--- config.mk ---
export PLATFORM = sky130hd
export DESIGN_NAME = seg_digit_entry_flat
export DESIGN_NICKNAME = d
export VERILOG_FILES = /design/src/rtl/seg_entry_pkg.sv /design/src/rtl/seg_digit_entry_if.sv /design/src/rtl/key_debounce.sv /design/src/rtl/seg_digit_entry.sv /design/src/flat_wrapper.sv
export SDC_FILE = /design/constraint.sdc
export NUM_CORES = 1
export LEC_CHECK = 0
export BUFFER_PORTS_ARGS = -buffer_cell sky130_fd_sc_hd__buf_2
export CELL_PAD_IN_SITES_DETAIL_PLACEMENT = 0
export CELL_PAD_IN_SITES_GLOBAL_PLACEMENT = 2
export CORE_MARGIN = 1.5
export CORE_UTILIZATION = 43
export CTS_CLUSTER_SIZE = 28
export DETAILED_ROUTE_END_ITERATION = 10
export GPL_TIMING_DRIVEN = 0
export PLACE_DENSITY_LB_ADDON = 0.1
export SYNTH_ARGS = -nofsm -noshare
export SYNTH_HDL_FRONTEND = slang
export SYNTH_SLANG_ARGS = --single-unit
--- constraint.sdc ---
create_clock -name CLK -period 4.2 [get_ports CLK]
set_clock_uncertainty 0.15 [all_clocks]
set_input_delay 0.42 -clock CLK [delete_from_list [all_inputs] [get_ports CLK]]
set_output_delay 0.42 -clock CLK [all_outputs]
set_load 0.01 [all_outputs]
--- src/rtl/seg_entry_pkg.sv ---
// Shared types and constants for the two-digit answer-entry block.
package seg_entry_pkg;

    typedef enum logic [1:0] {
        IDLE = 2'd0,
        EDIT = 2'd1,
        DONE = 2'd2
    } state_t;

    localparam logic [3:0] BCD_MAX = 4'd9;

    // Key indices into the per-key press/level vectors
    localparam int unsigned UP       = 0;
    localparam int unsigned SEL      = 1;
    localparam int unsigned ENT      = 2;
    localparam int unsigned NUM_KEYS = 3;

    // One BCD step with 9 -> 0 wrap
    function automatic logic [3:0] bcd_inc(input logic [3:0] d);
        return (d >= BCD_MAX) ? 4'd0 : d + 4'd1;
    endfunction

endpackage

--- src/rtl/seg_digit_entry_if.sv ---
// Bundle between the board/controller side and the answer-entry block.
// master: drives enable and raw keys, observes digits/answer.
// slave : the entry block itself.
interface seg_digit_entry_if;

    logic       EN;
    logic       nKEY_UP;
    logic       nKEY_SEL;
    logic       nKEY_ENT;
    logic [3:0] DIG0;
    logic [3:0] DIG1;
    logic       CUR;
    logic [6:0] ANS;
    logic       ANS_VALID;
    logic       BUSY;

    modport master (
        output EN, nKEY_UP, nKEY_SEL, nKEY_ENT,
        input  DIG0, DIG1, CUR, ANS, ANS_VALID, BUSY
    );

    modport slave (
        input  EN, nKEY_UP, nKEY_SEL, nKEY_ENT,
        output DIG0, DIG1, CUR, ANS, ANS_VALID, BUSY
    );

endinterface

--- src/rtl/key_debounce.sv ---
// Raw active-low key -> 2-FF synchronizer -> debouncer -> press (1->0) detector.
// LEVEL is the debounced level (1 = released); PRESS is a one-cycle event.
module key_debounce #(
    parameter int unsigned DEBOUNCE_CYCLES = 500000
) (
    input  logic CLK,
    input  logic nRST,
    input  logic nKEY,
    output logic PRESS,
    output logic LEVEL
);

    localparam int unsigned CNT_W = (DEBOUNCE_CYCLES > 1) ? $clog2(DEBOUNCE_CYCLES) : 1;
    localparam logic [CNT_W-1:0] CNT_MAX = CNT_W'(DEBOUNCE_CYCLES - 1);

    logic             sync1;
    logic             sync2;
    logic             level;
    logic             level_d;
    logic [CNT_W-1:0] cnt;

    // Bring the asynchronous key into the clock domain (released = 1 at reset)
    always_ff @(posedge CLK or negedge nRST) begin
        if (!nRST) begin
            sync1 <= 1'b1;
            sync2 <= 1'b1;
        end else begin
            sync1 <= nKEY;
            sync2 <= sync1;
        end
    end

    // Accept a new level only after DEBOUNCE_CYCLES consecutive mismatching cycles
    always_ff @(posedge CLK or negedge nRST) begin
        if (!nRST) begin
            level <= 1'b1;
            cnt   <= '0;
        end else if (sync2 == level) begin
            cnt <= '0;
        end else if (cnt == CNT_MAX) begin
            level <= sync2;
            cnt   <= '0;
        end else begin
            cnt <= cnt + 1'b1;
        end
    end

    // Previous debounced level for edge detection
    always_ff @(posedge CLK or negedge nRST) begin
        if (!nRST) begin
            level_d <= 1'b1;
        end else begin
            level_d <= level;
        end
    end

    assign PRESS = level_d & ~level;
    assign LEVEL = level;

endmodule

--- src/rtl/seg_digit_entry.sv ---
// Two-digit BCD answer entry: UP increments the selected digit, SEL toggles
// the selection, ENT commits DIG1*10+DIG0 with a one-cycle valid strobe.
// Optional build macro AUTO_REPEAT_EN: a held UP key re-fires every
// REPEAT_CYCLES while editing.
module seg_digit_entry
    import seg_entry_pkg::*;
#(
    parameter int unsigned DEBOUNCE_CYCLES = 500000,
    parameter int unsigned REPEAT_CYCLES   = 12500000
) (
    input logic              CLK,
    input logic              nRST,
    seg_digit_entry_if.slave bus
);

    state_t                state;
    state_t                next_state;
    logic [NUM_KEYS-1:0]   nkey;
    logic [NUM_KEYS-1:0]   press;
    logic [NUM_KEYS-1:0]   level;
    logic                  up_evt;
    logic                  do_commit;
    logic                  do_toggle;
    logic                  do_inc;
    logic [3:0]            dig0;
    logic [3:0]            dig1;
    logic                  cur;
    logic [6:0]            ans;
    logic                  ans_valid;

    assign nkey[UP]  = bus.nKEY_UP;
    assign nkey[SEL] = bus.nKEY_SEL;
    assign nkey[ENT] = bus.nKEY_ENT;

    key_debounce #(.DEBOUNCE_CYCLES(DEBOUNCE_CYCLES)) u_key_up (
        .CLK(CLK), .nRST(nRST), .nKEY(nkey[UP]),  .PRESS(press[UP]),  .LEVEL(level[UP])
    );
    key_debounce #(.DEBOUNCE_CYCLES(DEBOUNCE_CYCLES)) u_key_sel (
        .CLK(CLK), .nRST(nRST), .nKEY(nkey[SEL]), .PRESS(press[SEL]), .LEVEL(level[SEL])
    );
    key_debounce #(.DEBOUNCE_CYCLES(DEBOUNCE_CYCLES)) u_key_ent (
        .CLK(CLK), .nRST(nRST), .nKEY(nkey[ENT]), .PRESS(press[ENT]), .LEVEL(level[ENT])
    );

`ifdef AUTO_REPEAT_EN
    localparam int unsigned RPT_W = (REPEAT_CYCLES > 1) ? $clog2(REPEAT_CYCLES) : 1;
    localparam logic [RPT_W-1:0] RPT_MAX = RPT_W'(REPEAT_CYCLES - 1);

    logic [RPT_W-1:0] rpt_cnt;
    logic             rpt_fire;
    logic             unused_levels;

    assign rpt_fire = (state == EDIT) && !level[UP] && (rpt_cnt == RPT_MAX);

    // Time how long UP has been held while editing; restart on every repeat
    always_ff @(posedge CLK or negedge nRST) begin
        if (!nRST) begin
            rpt_cnt <= '0;
        end else if (state != EDIT || level[UP] || rpt_fire) begin
            rpt_cnt <= '0;
        end else begin
            rpt_cnt <= rpt_cnt + 1'b1;
        end
    end

    assign up_evt        = press[UP] | rpt_fire;
    assign unused_levels = level[SEL] ^ level[ENT];
`else
    logic unused_levels;

    assign up_evt = press[UP];
    // Debounced levels and the repeat period only matter to auto-repeat
    assign unused_levels = ^{level, 32'(REPEAT_CYCLES)};
`endif

    // State register
    always_ff @(posedge CLK or negedge nRST) begin
        if (!nRST) begin
            state <= IDLE;
        end else begin
            state <= next_state;
        end
    end

    // Next state and edit actions; ENT > SEL > UP, losers are dropped
    always_comb begin
        next_state = state;
        do_commit  = 1'b0;
        do_toggle  = 1'b0;
        do_inc     = 1'b0;
        case (state)
            IDLE: begin
                if (bus.EN) next_state = EDIT;
            end
            EDIT: begin
                if (!bus.EN) begin
                    next_state = IDLE;
                end else if (press[ENT]) begin
                    do_commit  = 1'b1;
                    next_state = DONE;
                end else if (press[SEL]) begin
                    do_toggle = 1'b1;
                end else if (up_evt) begin
                    do_inc = 1'b1;
                end
            end
            DONE: begin
                if (!bus.EN) next_state = IDLE;
            end
            default: next_state = IDLE;
        endcase
    end

    // Digit and selection registers; cleared whenever heading to IDLE
    always_ff @(posedge CLK or negedge nRST) begin
        if (!nRST) begin
            dig0 <= '0;
            dig1 <= '0;
            cur  <= 1'b0;
        end else if (next_state == IDLE) begin
            dig0 <= '0;
            dig1 <= '0;
            cur  <= 1'b0;
        end else if (do_toggle) begin
            cur <= ~cur;
        end else if (do_inc) begin
            if (cur) dig1 <= bcd_inc(dig1);
            else     dig0 <= bcd_inc(dig0);
        end
    end

    // Committed answer and its one-cycle strobe
    always_ff @(posedge CLK or negedge nRST) begin
        if (!nRST) begin
            ans       <= '0;
            ans_valid <= 1'b0;
        end else begin
            ans_valid <= do_commit;
            if (do_commit) ans <= {3'b000, dig1} * 7'd10 + {3'b000, dig0};
        end
    end

    assign bus.DIG0      = dig0;
    assign bus.DIG1      = dig1;
    assign bus.CUR       = cur;
    assign bus.ANS       = ans;
    assign bus.ANS_VALID = ans_valid;
    assign bus.BUSY      = (state == EDIT);

endmodule

--- src/flat_wrapper.sv ---
// flat-port wrapper written by rule: the top's interface ports become plain ports
module seg_digit_entry_flat import seg_entry_pkg::*;
#(
    parameter int unsigned DEBOUNCE_CYCLES = 500000,
    parameter int unsigned REPEAT_CYCLES   = 12500000
)
  (CLK, nRST, bus_EN, bus_nKEY_UP, bus_nKEY_SEL, bus_nKEY_ENT, bus_DIG0, bus_DIG1, bus_CUR, bus_ANS, bus_ANS_VALID, bus_BUSY);
  seg_digit_entry_if bus_i ();
  input logic CLK;
  input logic nRST;
  input wire logic [$bits(bus_i.EN)-1:0] bus_EN;
  input wire logic [$bits(bus_i.nKEY_UP)-1:0] bus_nKEY_UP;
  input wire logic [$bits(bus_i.nKEY_SEL)-1:0] bus_nKEY_SEL;
  input wire logic [$bits(bus_i.nKEY_ENT)-1:0] bus_nKEY_ENT;
  output wire logic [$bits(bus_i.DIG0)-1:0] bus_DIG0;
  output wire logic [$bits(bus_i.DIG1)-1:0] bus_DIG1;
  output wire logic [$bits(bus_i.CUR)-1:0] bus_CUR;
  output wire logic [$bits(bus_i.ANS)-1:0] bus_ANS;
  output wire logic [$bits(bus_i.ANS_VALID)-1:0] bus_ANS_VALID;
  output wire logic [$bits(bus_i.BUSY)-1:0] bus_BUSY;
  assign bus_i.EN = bus_EN;
  assign bus_i.nKEY_UP = bus_nKEY_UP;
  assign bus_i.nKEY_SEL = bus_nKEY_SEL;
  assign bus_i.nKEY_ENT = bus_nKEY_ENT;
  assign bus_DIG0 = bus_i.DIG0;
  assign bus_DIG1 = bus_i.DIG1;
  assign bus_CUR = bus_i.CUR;
  assign bus_ANS = bus_i.ANS;
  assign bus_ANS_VALID = bus_i.ANS_VALID;
  assign bus_BUSY = bus_i.BUSY;
  seg_digit_entry #(.DEBOUNCE_CYCLES(DEBOUNCE_CYCLES), .REPEAT_CYCLES(REPEAT_CYCLES)) u_core (.CLK(CLK), .nRST(nRST), .bus(bus_i));
endmodule
==> reports/summary.txt, run 1 <==
global route overflow: 0
die footprint: 10700 um^2
first-pass GRT wire length: 13300 um
HPWL after detailed placement: 5240 um
htree depth: 3
syn avg cell area: 10.5 um^2
number of synthesized flops with an enable pin: 0
gpl congestion: 0.703
unrepaired setup endpoints after global routing: false
worst path bufs/invs: 0
top-level port count: 24
syn nets: 434
PortBufs: 23
Initial Util: 44.3%
Crit Path Category: reg2reg
routed wire length: 7790 um
cell mode on critical path: ha_1
ys flop type: dfrtp_1
Place WS: 2.03 ns
initial antenna violation count: 0
Critical Path Slowest Stage Cell: fa_1
Root Buffer: clkbuf_8
wire per inst: 13.2 um
via count: 2894
Max-slew headroom: 63.8%
Via density: 4.92
postcts setup bufs: 0
final net count: 473
cts bufs inserted: 9
DRT antenna net count: 0
Fin Hold WS: 0.195 ns
GRT Overall Usage: 16.4%
Final Cycle Share: 51.6%
Synth Cell Area: 4330 um^2
worst-path cell chain: ha_1 > ha_1 > fa_1 > nand2_1 > nor2_1 > xnor2_1 > o21ai_0
drt first-iter violations: 61
Max Fclk: 461 MHz
Crit path required time: 4.29 ns
worst hold path type: in2reg
Hold Path Origin: bus_EN
vias in the first global route: 2752
worst-path maximum fanout: 6
Period minus WS final: 2.17 ns
leakage: 2.22 nW
final hold vios: 0
largest net degree at the start of global routing: 50
Seq/Total Area, Yosys: 51.2%
worst-margin pin slew: 0.543 ns
synthesis warning total: 0
dpl cells: 568
most common cell after layout, fill and taps aside: dfrtp_1
Worst setup SP type: register
Synth Register Bits: 88
total power divided by cell area: 353 nW/um^2
Area growth syn-to-layout: 14.0%
Worst path max stage delay: 0.53 ns
total clock sinks: 88
Unique masters post-synth: 41
Final Setup Violations: 0
Final Max Tran Viols: 0
Die Span X: 103 um
Arrival @ worst endpoint: 2.26 ns
drt pass-1 iters: 4
Die H: 103 um
status: finished clean
core area: 9770 um^2
Fillers: 904
CTS max path bufs: 2
share of cells above drive strength 1: 17.4%
Site Rows: 36
DRC Markers: 0
Post-Route Utilization: 50.5%
final setup TNS: 0 ns
Peak VDD IR: 159 uV
worst r2r src: u_core.bus.DIG1[1]$_DFFE_PN0P_
FFs w/ async S/R, synth: 100%
MaxCap Viol Count: 0
crit end category: register
Setup WS post-layout: 2.03 ns
Layout Cells excl Fill: 588
diode count: 0
most frequent cells in the layout: 76 x dfrtp_1, 72 x nor2_1, 39 x xor2_1, 38 x nand2_1, 24 x nand3_1
CTS tree: done
Crit. Startpoint: u_core.bus.DIG1[1]$_DFFE_PN0P_
delay-heaviest family, CP: adder cells
Synth Instances: 411
clk slew on worst S/H paths: 0.09 ns
Clock Latency Late Sink: 0.37 ns
final timing paths:
path / to / slack (ns) / cells after the start
min in group asynchronous: u_core.u_key_ent.cnt[0]$_DFF_PN0_ / 0.43 / 2
max reg2reg: u_core.bus.ANS[6]$_DFFE_PN0P_ / 2.03 / 7
min reg2reg: u_core.u_key_sel.sync2$_DFF_PN1_ / 0.21 / 0
max: u_core.bus.ANS[6]$_DFFE_PN0P_ / 2.03 / 7
max in group asynchronous: u_core.u_key_sel.LEVEL$_DFFE_PN1P_ / 2.78 / 3
min: u_core.state[0]$_DFF_PN0_ / 0.20 / 3
sequential cells by signal, summed over array words and instances (netlist names), 2 cells and up:
signal                cells
u_core.u_key_up.cnt      19
u_core.u_key_ent.cnt     19
u_core.bus.ANS            7
u_core.bus.DIG1           4
u_core.u_key_sel.cnt     19
u_core.state              2
u_core.bus.DIG0           4
synthesized netlist by cell type (2+ instances only):
library cell  number  area share, %
a21o_1             2           0.35
a21oi_1            7           0.81
a32o_1             2           0.46
a41oi_1            2           0.40
and2_1             2           0.29
and3_1             8            1.2
and4_1             2           0.40
buf_4              2           0.35
buf_6              3           0.78
dfrtp_1           76             44
dfstp_2           12            7.3
fa_1               2           0.92
ha_1              15            4.3
inv_1             15            1.3
mux2_2             3           0.78
nand2_1           38            3.3
nand2b_1           3           0.43
nand3_1           24            2.8
nand4_1           10            1.4
nand4_2            3           0.87
nor2_1            72            6.2
nor2b_1            7            1.0
nor3_1             2           0.23
nor3_2             2           0.46
nor4_2             4            1.2
nor4b_1            4           0.81
nor4b_2            3            1.0
o21ai_0           14            1.6
o31ai_4            2           0.98
or2_2              2           0.29
xnor2_1           20            4.0
xor2_1            39            7.9
power by group:
| group | leakage (nW) | switching, W | internal [W] |
|---|---|---|---|
| clock network | 0.126 | 0.000309 | 0.000427 |
| logic | 0.921 | 0.0000724 | 0.0000478 |
| registers | 1.17 | 0.0000216 | 0.000866 |
cells by family after synthesis:
group / synth area share [%]
adders and majority gates: 5.26
and+or+nand+nor: 23.1
buffers and inverters: 2.51
AOI/OAI and AO/OA: 5.17
xor gates and xnor gates: 11.9
muxes: 0.780
DFF: 51.2
metrics by stage:
| step | instance area, um^2 | power, W |
|---|---|---|
| 2_1_floorplan | 4330 | 0.000972 |
| 3_3_place_gp | 4610 | 0.00102 |
| 3_5_place_dp | 4640 | 0.00103 |
| 4_1_cts | 4930 | 0.00177 |
| 5_1_grt | 4930 | 0.00182 |
| 6_report | 4930 | 0.00174 |
cell type report:
| type | instances | area, um^2 | share of cell area, % |
|---|---|---|---|
| Multi-Input combinational cell | 302 | 2000 | 40.6 |
| Clock buffer | 11 | 151 | 3.07 |
| Buffer | 6 | 52.6 | 1.06 |
| Inverter | 15 | 56.3 | 1.14 |
| Clock inverter | 5 | 103 | 2.08 |
| Sequential cell | 88 | 2220 | 44.9 |
| Tap cell | 133 | 166 | 3.37 |
| Timing Repair Buffer | 28 | 185 | 3.75 |
worst register-to-register path: stages (launching register included):
cell     delay (ns)
dfrtp_1        0.45
ha_1           0.32
ha_1           0.21
fa_1           0.53
nand2_1        0.06
nor2_1         0.12
xnor2_1        0.13
o21ai_0        0.09
per-layer routing:
| metal | share of wire [%] | global-route usage [%] |
|---|---|---|
| met1 | 51 | 23.1 |
| met2 | 44 | 24.1 |
| met3 | 3.1 | 5.11 |
| met4 | 1.5 | 5.61 |
| met5 | 0 | 0 |
repair_timing:
item | CTS | global route
hold buffers | 4 | 0
hold endpoints to repair | 37 | 0
gates resized for setup | 0 | 0
(Power assumes the default switching activity.)
==> run 2, diff against run 1 <==
--- a/config.mk
+++ b/config.mk
@@ -9,7 +9,7 @@
 export CELL_PAD_IN_SITES_DETAIL_PLACEMENT = 0
 export CELL_PAD_IN_SITES_GLOBAL_PLACEMENT = 2
 export CORE_MARGIN = 1.5
-export CORE_UTILIZATION = 43
+export CORE_UTILIZATION = 40
 export CTS_CLUSTER_SIZE = 28
 export DETAILED_ROUTE_END_ITERATION = 10
 export GPL_TIMING_DRIVEN = 0
==> constraint.sdc (replaced) <==
create_clock -name CLK -period 2.1 [get_ports CLK]
set_clock_uncertainty 0.15 [all_clocks]
set_input_delay 0.21 -clock CLK [delete_from_list [all_inputs] [get_ports CLK]]
set_output_delay 0.21 -clock CLK [all_outputs]
set_load 0.01 [all_outputs]
==> run 2 against run 1 <==
Final cell count rose by 1.7%. Setup slack got worse by 2.0 ns. Non-clock buffer count rose by 7. Flip-flop and latch count did not move. Register-to-register slack got worse by 2.0 ns. Sequential power rose by 100%. Clock power rose by 76%.
==> reports/summary.txt, run 2 (same netlist as run 1, synthesis figures left out) <==
status: finished clean (unchanged)
Comb power frac: 7.9% (was 6.9%)
worst-path maximum fanout: 2 (was 6)
Final Max Tran Viols: 0 (unchanged)
Die Span X: 107 um (was 103 um)
most frequent cells in the layout: 72 x nor2_1, 72 x dfrtp_1, 39 x xor2_1, 38 x nand2_1, 24 x nand3_1 (was 76 x dfrtp_1, 72 x nor2_1, 39 x xor2_1, 38 x nand2_1, 24 x nand3_1)
htree depth: 3 (unchanged)
Die H: 107 um (was 103 um)
Setup WS post-layout: 0.0696 ns (was 2.03 ns)
Final Cycle Share: 96.7% (was 51.6%)
final hold vios: 0 (unchanged)
first-pass GRT wire length: 13900 um (was 13300 um)
Layout Cells excl Fill: 598 (was 588)
Root Buffer: clkbuf_8 (unchanged)
top-level port count: 24 (unchanged)
Fin Hold WS: 0.205 ns (was 0.195 ns)
vias in the first global route: 2855 (was 2752)
Max Fclk: 493 MHz (was 461 MHz)
drt first-iter violations: 80 (was 61)
final net count: 480 (was 473)
wire per inst: 13.0 um (was 13.2 um)
final instance area: 5030 um^2 (was 4930 um^2)
MaxCap Viol Count: 0 (unchanged)
routed wire length: 7760 um (was 7790 um)
PortBufs: 23 (unchanged)
worst-margin pin slew: 0.511 ns (was 0.543 ns)
global route overflow: 0 (unchanged)
GRT Overall Usage: 15.1% (was 16.4%)
Clock Latency Late Sink: 0.35 ns (was 0.37 ns)
worst hold path type: reg2reg (was in2reg)
CTS tree: done (unchanged)
unrepaired setup endpoints after global routing: false (unchanged)
diode count: 0 (unchanged)
via count: 2893 (was 2894)
Fillers: 1002 (was 904)
dpl cells: 571 (was 568)
Worst path max stage delay: 0.53 ns (about the same)
leakage: 2.27 nW (was 2.22 nW)
Max-slew headroom: 65.9% (was 63.8%)
Final Setup Violations: 0 (unchanged)
Peak VDD IR: 385 uV (was 159 uV)
HPWL after detailed placement: 5380 um (was 5240 um)
Arrival @ worst endpoint: 2.12 ns (was 2.26 ns)
total clock sinks: 88 (unchanged)
largest net degree at the start of global routing: 54 (was 50)
Crit path required time: 2.19 ns (was 4.29 ns)
core area: 10400 um^2 (was 9770 um^2)
Period minus WS final: 2.03 ns (was 2.17 ns)
DRT antenna net count: 0 (unchanged)
worst-path cell chain: ha_4 > ha_2 > fa_1 > nand2_1 > nor2_1 > xnor2_1 > o21ai_1 (was ha_1 > ha_1 > fa_1 > nand2_1 > nor2_1 > xnor2_1 > o21ai_0)
clk slew on worst S/H paths: 0.09 ns (about the same)
cts bufs inserted: 9 (unchanged)
Site Rows: 37 (was 36)
die footprint: 11500 um^2 (was 10700 um^2)
share of cells above drive strength 1: 19.9% (was 17.4%)
Initial Util: 41.6% (was 44.3%)
gpl congestion: 0.747 (was 0.703)
Sequential Power Share: 53.4% (was 50.9%)
Net Sw Frac: 23.4% (was 23.1%)
DP Area: 4640 um^2 (about the same)
clock power share: 38.7% (was 42.2%)
worst reg-to-reg path cell count: 7 (unchanged)
Top Registers: u_core.u_key_ent.cnt (19), u_core.u_key_sel.cnt (19), u_core.u_key_up.cnt (19) (unchanged)
Place WS: -0.0684 ns (was 2.03 ns)
crit end category: register (unchanged)
drt pass-1 iters: 4 (unchanged)
Crit Path Category: reg2reg (unchanged)
Critical Path Slowest Stage Cell: fa_1 (unchanged)
NetSw: 0.000779 W (was 0.000403 W)
CTS max path bufs: 2 (unchanged)
DRC Markers: 0 (unchanged)
Post-Route Utilization: 48.3% (was 50.5%)
Via density: 4.84 (was 4.92)
Area growth syn-to-layout: 16.1% (was 14.0%)
Internal: 0.00255 W (was 0.00134 W)
Worst setup SP type: register (unchanged)
Worst Hold Depth: 0 (was 3)
total power divided by cell area: 662 nW/um^2 (was 353 nW/um^2)
initial antenna violation count: 0 (unchanged)
==> run 2: changes by cell type in the layout (fill, tap and decap cells not counted), sizes merged <==
cell | before | now
bufinv | 3 | 2
clkinv | 1 | 0
buf | 29 | 35
clkbuf | 12 | 14
dlygate4sd3 | 4 | 5
==> run 2: metal layers <==
metal  vias to the layer above  wire (um)  global-route usage [%]
li1                       1468          -                       -
met4                         0         86                    4.57
met3                         8        191                    3.10
met2                        33       3540                    24.0
met5                         -          0                       0
met1                      1384       3940                    20.9
==> run 2: path summary, 6_finish.rpt <==
check,startpoint,end,slack [ns]
max reg2reg,u_core.bus.DIG1[1]$_DFFE_PN0P_,u_core.bus.ANS[6]$_DFFE_PN0P_,0.07
max,u_core.bus.DIG1[1]$_DFFE_PN0P_,u_core.bus.ANS[6]$_DFFE_PN0P_,0.07
min,u_core.u_key_ent.sync1$_DFF_PN1_,u_core.u_key_ent.sync2$_DFF_PN1_,0.21
max in group asynchronous,nRST,u_core.u_key_up.level_d$_DFF_PN1_,0.90
min in group asynchronous,nRST,u_core.u_key_sel.cnt[8]$_DFF_PN0_,0.22
min reg2reg,u_core.u_key_ent.sync1$_DFF_PN1_,u_core.u_key_ent.sync2$_DFF_PN1_,0.21
==> run 2: power groups by stage <==
stage                     clock (W)  combinational (W)  sequential (W)
after floorplan                   0           0.000137         0.00181
after global placement            0           0.000237         0.00181
after detailed placement          0           0.000243         0.00181
after CTS                   0.00134           0.000261         0.00177
after global routing        0.00141           0.000305         0.00179
final                       0.00129           0.000262         0.00178
==> run 2: layout make-up <==
class                           instances  area [um^2]  area share (%)
Tap cell                              136          170            3.39
Timing Repair Buffer                   35          240            4.78
Buffer                                  6         52.6            1.05
Clock inverter                          3         67.6            1.34
Multi-Input combinational cell        302         2070            41.2
Inverter                               15         56.3            1.12
Sequential cell                        88         2220            44.2
Clock buffer                           13          149            2.96
==> run 2: worst max-delay path: cells and delay by family, from the launching register on <==
family                   cells  cell delay, ns
adder cells (fa/ha/maj)      3            0.95
XOR/XNOR                     1            0.13
flip-flops                   1            0.44
AO/OA/AOI/OAI                1            0.07
AND/OR/NAND/NOR              2            0.19
==> run 2: stage by stage <==
step	setup TNS [ns]	power, W
CTS	-0.0455	0.00337
detailed placement	-0.306	0.00205
floorplan	0	0.00194
finish	0	0.00333
global placement	-13.30	0.00205
global route	0	0.00350
==> run 2: timing repair <==
item | CTS | global route
resized for setup | 4 | 13
hold buffers | 5 | 0
hold endpoints to repair | 39 | 0
pin swaps | 0 | 5
endpoints found under the setup margin | 20 | 24
setup buffers | 1 | 5
